--- src/rtl/result_formatter.sv ---
// result_formatter: converts an 11-bit two's-complement result into a sign code
// plus four BCD digit codes and streams them out with a valid/ready handshake.
//
// state | meaning
// ------+--------------------------------------------------------------
// IDLE  | waiting for sel; captures sign and magnitude on start
// CONV  | 11 double-dabble iterations (add-3 then shift), one per cycle
// EMIT  | presents sign, thousands, hundreds, tens, units codes in order
module result_formatter (
  input  logic        clk,
  input  logic        rst,
  input  logic        sel,
  input  logic [10:0] data_in,
  input  logic        digit_ready,
  output logic [10:0] digit_out,
  output logic        digit_valid,
  output logic        digit_last,
  output logic        busy,
  output logic        done,
  output logic        sign,
  output logic [15:0] bcd
);

  typedef enum logic [1:0] {
    IDLE = 2'd0,
    CONV = 2'd1,
    EMIT = 2'd2
  } state_t;

  localparam logic [10:0] CODE_PLUS  = 11'd10;
  localparam logic [10:0] CODE_MINUS = 11'd11;

  state_t      state;
  state_t      state_nxt;
  logic [10:0] mag_sr;
  logic [15:0] bcd_sr;
  logic        neg_r;
  logic [3:0]  iter_cnt;
  logic [2:0]  emit_idx;

  logic        start;
  logic        conv_last;
  logic        xfer;
  logic        emit_end;
  logic [15:0] bcd_adj;
  logic [15:0] bcd_shift;

  // Code presented for a given emit position, taken from the loaded outputs.
  function automatic logic [10:0] code_of(input logic [2:0] idx,
                                          input logic s,
                                          input logic [15:0] b);
    logic [10:0] c;
    case (idx)
      3'd0:    c = s ? CODE_MINUS : CODE_PLUS;
      3'd1:    c = {7'd0, b[15:12]};
      3'd2:    c = {7'd0, b[11:8]};
      3'd3:    c = {7'd0, b[7:4]};
      3'd4:    c = {7'd0, b[3:0]};
      default: c = 11'd0;
    endcase
    return c;
  endfunction

  // Double-dabble step: add 3 to every nibble >= 5, then shift in the next magnitude bit.
  always_comb begin
    bcd_adj = bcd_sr;
    for (int i = 0; i < 4; i++) begin
      if (bcd_sr[i*4 +: 4] >= 4'd5) begin
        bcd_adj[i*4 +: 4] = bcd_sr[i*4 +: 4] + 4'd3;
      end
    end
    bcd_shift = {bcd_adj[14:0], mag_sr[10]};
  end

  // Control strobes and next-state decode.
  always_comb begin
    // A start in the done cycle is dropped: the stream has only just ended.
    start     = (state == IDLE) && sel && !done;
    conv_last = (state == CONV) && (iter_cnt == 4'd10);
    xfer      = (state == EMIT) && digit_valid && digit_ready;
    emit_end  = xfer && digit_last;
    state_nxt = state;
    case (state)
      IDLE:    if (start)     state_nxt = CONV;
      CONV:    if (conv_last) state_nxt = EMIT;
      EMIT:    if (emit_end)  state_nxt = IDLE;
      default: state_nxt = IDLE;
    endcase
  end

  // State register.
  always_ff @(posedge clk) begin
    if (rst) begin
      state <= IDLE;
    end else begin
      state <= state_nxt;
    end
  end

  // Datapath: capture, conversion shift registers, output handshake registers.
  always_ff @(posedge clk) begin
    if (rst) begin
      mag_sr      <= '0;
      bcd_sr      <= '0;
      neg_r       <= 1'b0;
      iter_cnt    <= '0;
      emit_idx    <= '0;
      digit_out   <= '0;
      digit_valid <= 1'b0;
      digit_last  <= 1'b0;
      busy        <= 1'b0;
      done        <= 1'b0;
      sign        <= 1'b0;
      bcd         <= '0;
    end else begin
      done <= 1'b0;
      case (state)
        IDLE: begin
          if (start) begin
            neg_r    <= data_in[10];
            // -1024 negates to 11'h400, which reads as 1024 unsigned.
            mag_sr   <= data_in[10] ? (~data_in + 11'd1) : data_in;
            bcd_sr   <= '0;
            iter_cnt <= '0;
            busy     <= 1'b1;
          end
        end
        CONV: begin
          bcd_sr   <= bcd_shift;
          mag_sr   <= {mag_sr[9:0], 1'b0};
          iter_cnt <= iter_cnt + 4'd1;
          if (iter_cnt == 4'd10) begin
            bcd      <= bcd_shift;
            sign     <= neg_r;
            emit_idx <= '0;
            iter_cnt <= '0;
          end
        end
        EMIT: begin
          if (!digit_valid) begin
            digit_valid <= 1'b1;
            digit_out   <= code_of(emit_idx, sign, bcd);
            digit_last  <= (emit_idx == 3'd4);
          end else if (digit_ready) begin
            if (digit_last) begin
              digit_valid <= 1'b0;
              digit_last  <= 1'b0;
              busy        <= 1'b0;
              done        <= 1'b1;
              emit_idx    <= '0;
            end else begin
              emit_idx   <= emit_idx + 3'd1;
              digit_out  <= code_of(emit_idx + 3'd1, sign, bcd);
              digit_last <= (emit_idx == 3'd3);
            end
          end
        end
        default: ;
      endcase
    end
  end

endmodule

--- config.mk ---
export PLATFORM = sky130hd
export DESIGN_NAME = result_formatter
export DESIGN_NICKNAME = d
export VERILOG_FILES = /design/src/rtl/result_formatter.sv
export SDC_FILE = /design/constraint.sdc
export NUM_CORES = 1
export LEC_CHECK = 0
export CORE_MARGIN = 3
export CORE_UTILIZATION = 52
export CTS_BUF_LIST = sky130_fd_sc_hd__clkbuf_16
export CTS_CLUSTER_DIAMETER = 200
export CTS_CLUSTER_SIZE = 28
export DETAILED_ROUTE_END_ITERATION = 6
export PLACE_DENSITY = 0.79
export SKIP_CTS_REPAIR_TIMING = 1
export SLEW_MARGIN = 20
export SYNTH_ARGS = -nofsm -noshare
export SYNTH_HDL_FRONTEND = slang
export SYNTH_SLANG_ARGS = --single-unit
--- constraint.sdc ---
create_clock -name clk -period 5.48 [get_ports clk]
set_input_delay 1.096 -clock clk [delete_from_list [all_inputs] [get_ports clk]]
set_output_delay 1.096 -clock clk [all_outputs]
set_load 0.1 [all_outputs]
* Word-level counts from Yosys, hierarchy flattened
Index checks and enable logic that the tools add are counted.
** Storage, ports and cells
- Register bits :: 69
- Output and inout bits :: 32
** Cells by class
- $add $sub $neg :: 7
- $lt $le $gt $ge :: 4
- Equality and inequality tests :: 20
- Multiplexer cells :: 39
- Bitwise operators :: 4
- Reduce and logical (&&, ||, !) cells :: 22
** Operators with widths (count)
- 11-bit 2-to-1 mux :: 5
- 4-bit case mux with 5 select lines :: 2
- 16-bit case mux with 2 select lines :: 1
- 11-bit case mux with 2 select lines :: 1
- 4-bit 2-to-1 mux :: 5
- 4-bit by 3-bit greater-or-equal comparator with 1-bit output, second input constant :: 4
- 16-bit 2-to-1 mux :: 1
- 2-bit != test, second input constant :: 8
- 3-bit 2-to-1 mux :: 5
- 4-bit by 2-bit adder with 4-bit output, second input constant :: 3
- 3-bit by 2-bit == test with 1-bit output, second input constant :: 4
- 1-bit 2-to-1 mux :: 12
- 11-bit by 1-bit adder with 11-bit output, second input constant :: 1
- 11-bit NOT :: 1
- 4-bit case mux with 2 select lines :: 1
- 2-bit AND reduction :: 4
- 3-bit by 1-bit == test with 1-bit output, second input constant :: 2
- 3-bit == test, second input constant :: 2
- 1-bit logical AND :: 6
- 3-bit logical NOT :: 2
- 2-bit 2-to-1 mux :: 3
- 2-bit case mux with 3 select lines :: 1
- 3-bit case mux with 2 select lines :: 1
- 3-bit AND reduction :: 2
- 15 further kinds :: 19

* Depth between registers and ports, before layout
- Depth after elaboration :: 6
- Depth in mapped cells :: 8
- Gate-level depth less buffers :: 7

* Worst setup path after synthesis
Ideal clock, no wire load.
- Path kind :: in2reg
- Start point :: in data_in[0]
- End point :: reg mag_sr[10]
- Setup time :: 103 ps
- Arrival :: 2564 ps
- Slack :: 2813 ps
- Stages on the path :: 5
- Buffers on the path :: 0
- Cell sequence :: inv_1 > ha_1 > or4b_4 > or4b_4 > a2111oi_2
** On the way
- Word-level cells in the longest chain between the ends :: 5
** Ends and longest elaborated chain
- start, declared :: line 13 : input logic [10:0] data_in,
- 11-bit NOT :: line 122 : mag_sr <= data_in[10] ? (~data_in + 11'd1) : data_in;
- 11-bit by 1-bit adder with 11-bit output :: line 122
- 11-bit 2-to-1 mux :: line 122
- 11-bit 2-to-1 mux :: line 119 : if (start) begin
- 11-bit case mux with 2 select lines :: line 117 : case (state)
- end signal, assigned :: line 122
- end signal, assigned :: line 130 : mag_sr <= {mag_sr[9:0], 1'b0};
- end, declared :: line 35 : logic [10:0] mag_sr;
Every way passes these cells. The select of a mux whose other input is x is not followed.
A chain may end at the register's enable or synchronous reset.

* Worst setup path after layout
- Start point :: in sel
- End point :: reg bcd_sr[7]
** On the way
- Word-level cells in the longest chain between the ends :: 4
** Ends and longest elaborated chain
- start, declared :: line 12 : input logic sel,
- 1-bit logical AND (2 in series) :: line 78 : start = (state == IDLE) && sel && !done;
- 2-bit != test (no line)
- 2-bit AND reduction (no line)
- end signal, assigned :: line 129 : bcd_sr <= bcd_shift;
- end, declared :: line 36 : logic [15:0] bcd_sr;
Every way passes these cells.

==> impl_metrics.py <==
metrics = {
    "grt": {
        "antenna_found_initial": 0,
        "grt_max_degree": 64,
        "first_global_vias": 2922,
        "grt_pass1_wl_um": 12900,
        "grt_use_total_pct": 21.7,
        "overflow": 0,
    },
    "floorplan": {
        "io_pins": 47,
        "die_area_um2": 7340,
        "rows": 28,
        "floorplan.initialDensity_pct": 54.8,
        "dieWidth_um": 85.7,
        "core-area_um2": 6030,
        "die_y_um": 85.7,
    },
    "sta": {
        "slew_violations": 0,
        "clock-skew-final_ps": 4.39,
        "layout_setup_ws_ps": 2360,
        "rsz0062_at_grt": "false",
        "max_freq_mhz": 320,
        "min_period_ps": 3120,
        "worst_slew_pin_slew_ps": 980,
        "maxSlewHeadroom_pct": 34.5,
        "setup_viol": 0,
        "finalHoldViolCount": 0,
        "tns_ps": 0,
        "period_share_pct": 57.0,
    },
    "critical_path": {
        "required_ps": 5650,
        "critPathCaptureType": "flop",
        "path_max_fanout": 16,
        "arrival_ps": 3290,
        "setup.worst_path.start_class": "input port",
        "critPathKind": "input port to flop",
    },
    "logic_synthesis": {
        "synthAdderAreaFrac_pct": 6.44,
        "synth-xor-area-share_pct": 3.18,
        "synth.cell_area_um2": 3300,
        "netlist_instances": 412,
        "synth_ff_type": "dfxtp_1",
        "ys_types": 43,
        "synth_mux_area_share_pct": 2.43,
        "synth_top_area_share_pct": 37.6,
        "yosysWarnings": 0,
        "ys_seq_area_share_pct": 37.6,
        "synth_top_family_by_area": "compound AO/OA/AOI/OAI gates",
        "synth_area_per_cell_um2": 8.01,
        "synth_edf_count": 0,
        "ys_ff_latch": 62,
        "synth_area_leaders": "dfxtp_1 (38%), ha_1 (6.4%), a21oi_1 (5.8%)",
        "synth_compound_area_share_pct": 23.0,
        "async_flop_share_pct": 0,
        "synth_simple_gate_area_share_pct": 21.2,
        "yosys.area.top_type": "dfxtp_1",
    },
    "detailed_routing": {
        "routed_wl_um": 7630,
        "vias": 3035,
        "drc_errors": 0,
        "vias_per_cell": 5.84,
        "ant_nets": 0,
        "dr.pass1.iters": 5,
        "routedWlPerCell_um": 14.7,
        "drt_iter0_markers": 191,
    },
    "final_layout": {
        "multiInputGateArea_um2": 1890,
        "ff_latch_area_um2": 1240,
        "num_antenna_cells": 0,
        "fillerInstances": 508,
        "syn2layout_area_growth_pct": 19.4,
        "final_common_cell": "dfxtp_1",
        "final_nets": 472,
        "layout_common_cells": "dfxtp_1 (62), nor2_1 (49), nand2_1 (44)",
        "fin_area_um2": 3940,
        "layout-drive-gt1-share_pct": 4.94,
    },
    "clock_tree": {
        "htree_levels": 3,
        "numCtsBuffers": 9,
        "clock-sinks": 62,
        "clockBufferDepth": 2,
        "cts_tree": "built",
        "clkTransAtPathRegs_ps": 50,
        "cts_root_buf": "clkbuf_16",
        "worstSkewPairLatency_ps": 330,
    },
    "placed_design": {
        "dp_hpwl_um": 5310,
        "pre_cts_slack_ps": 2100,
        "post_dp_cell_area_um2": 3680,
        "portBuffers": 39,
        "routabilityCongestion": 0.863,
    },
    "outcome": {
        "outcome": "complete, no violations",
    },
    "power_and_ir_drop": {
        "leakagePower_nw": 1.41,
        "ir_worst_vdd_mv": 0.185,
        "power.density_nw_per_um2": 301,
    },
    "worst_hold_path": {
        "min_path_type": "flop to flop",
    },
    "run": {
        "drv_cap": 0,
    },
}
per-layer routing:
| metal | up-vias | part of all wire, % | GRT usage (%) |
|---|---|---|---|
| met2 | 94 | 48 | 36.6 |
| met3 | 16 | 5.4 | 4.23 |
| met5 | - | 0 | 0 |
| met1 | 1405 | 44 | 26.3 |
| met4 | 0 | 2.1 | 10.9 |
| li1 | 1520 | - | - |
cell usage after synthesis (2+ instances only):
cell      number
a211oi_1       6
a21oi_1       38
a221oi_1       5
a22o_1         2
a22oi_1       23
a311oi_1       3
a31oi_1        2
buf_4          7
clkbuf_1      22
dfxtp_1       62
ha_1          17
inv_1         16
mux2i_1        8
nand2_1       44
nand2b_1      12
nand3_1        8
nor2_1        50
nor2b_1        3
nor3_1        19
nor3b_1        5
o21ai_0       19
o22ai_1        5
o31ai_1        5
or4b_4         2
xnor2_1        7
xor2_1         5
path summary, 6_finish.rpt:
kind,startpoint,endpoint,slack [ps],cells past startpoint
max,sel,bcd_sr[7],2360,6
min,neg_r,sign,460,2
max reg2reg,state[1],bcd_sr[7],3150,5
min reg2reg,neg_r,sign,460,2
per-stage QoR:
step / cells / power (mW) / utilization, % / hold WS, ps
final: 520 / 1.19 / 65.4 / 462
after global routing: 520 / 1.23 / 65.4 / 477
after CTS: 520 / 1.19 / 65.3 / 462
after detailed placement: 504 / 0.707 / 61.1 / 450
after global placement: 504 / 0.703 / 61.1 / 443
after floorplan: 418 / 0.659 / - / 432
registers in the layout, summed over array words and instances, names as in the netlist:
register / count
bcd_sr: 16
neg_r: 1
digit_out: 4
done: 1
state: 2
iter_cnt: 4
mag_sr: 11
bcd: 16
digit_last: 1
busy: 1
emit_idx: 3
sign: 1
digit_valid: 1
worst max-delay path: stages:
cell	delay [ps]
clkdlybuf4s50_1	460
nor4b_2	660
nor2_1	380
buf_4	300
o21ai_0	260
a21oi_1	130
where the power goes:
| group | switching [mW] | internal [mW] | leakage, nW | total [mW] |
|---|---|---|---|---|
| clock network | 0.190 | 0.298 | 0.137 | 0.487 |
| logic | 0.150 | 0.0580 | 0.775 | 0.208 |
| registers | 0.0168 | 0.473 | 0.503 | 0.490 |
| total | 0.357 | 0.829 | 1.41 | 1.19 |
area by class of cell:
class / count / share of cell area (%)
Timing Repair Buffer: 41 / 10.2
Clock inverter: 7 / 0.825
Sequential cell: 62 / 31.5
Multi-Input combinational cell: 310 / 47.9
Tap cell: 75 / 2.38
Clock buffer: 9 / 5.71
Inverter: 16 / 1.52
cells by family (layout without fill, tap and decap cells):
| group | after synthesis | count (layout) |
|---|---|---|
| buffers and inverters | 46 | 73 |
| adders and majority gates | 17 | 17 |
| DFF | 62 | 62 |
| other | 1 | 7 |
| muxes | 8 | 8 |
| xor gates and xnor gates | 12 | 12 |
| and+or+nand+nor | 149 | 149 |
| AOI/OAI and AO/OA | 117 | 117 |
No activity file was read; power rests on OpenSTA's default activity.
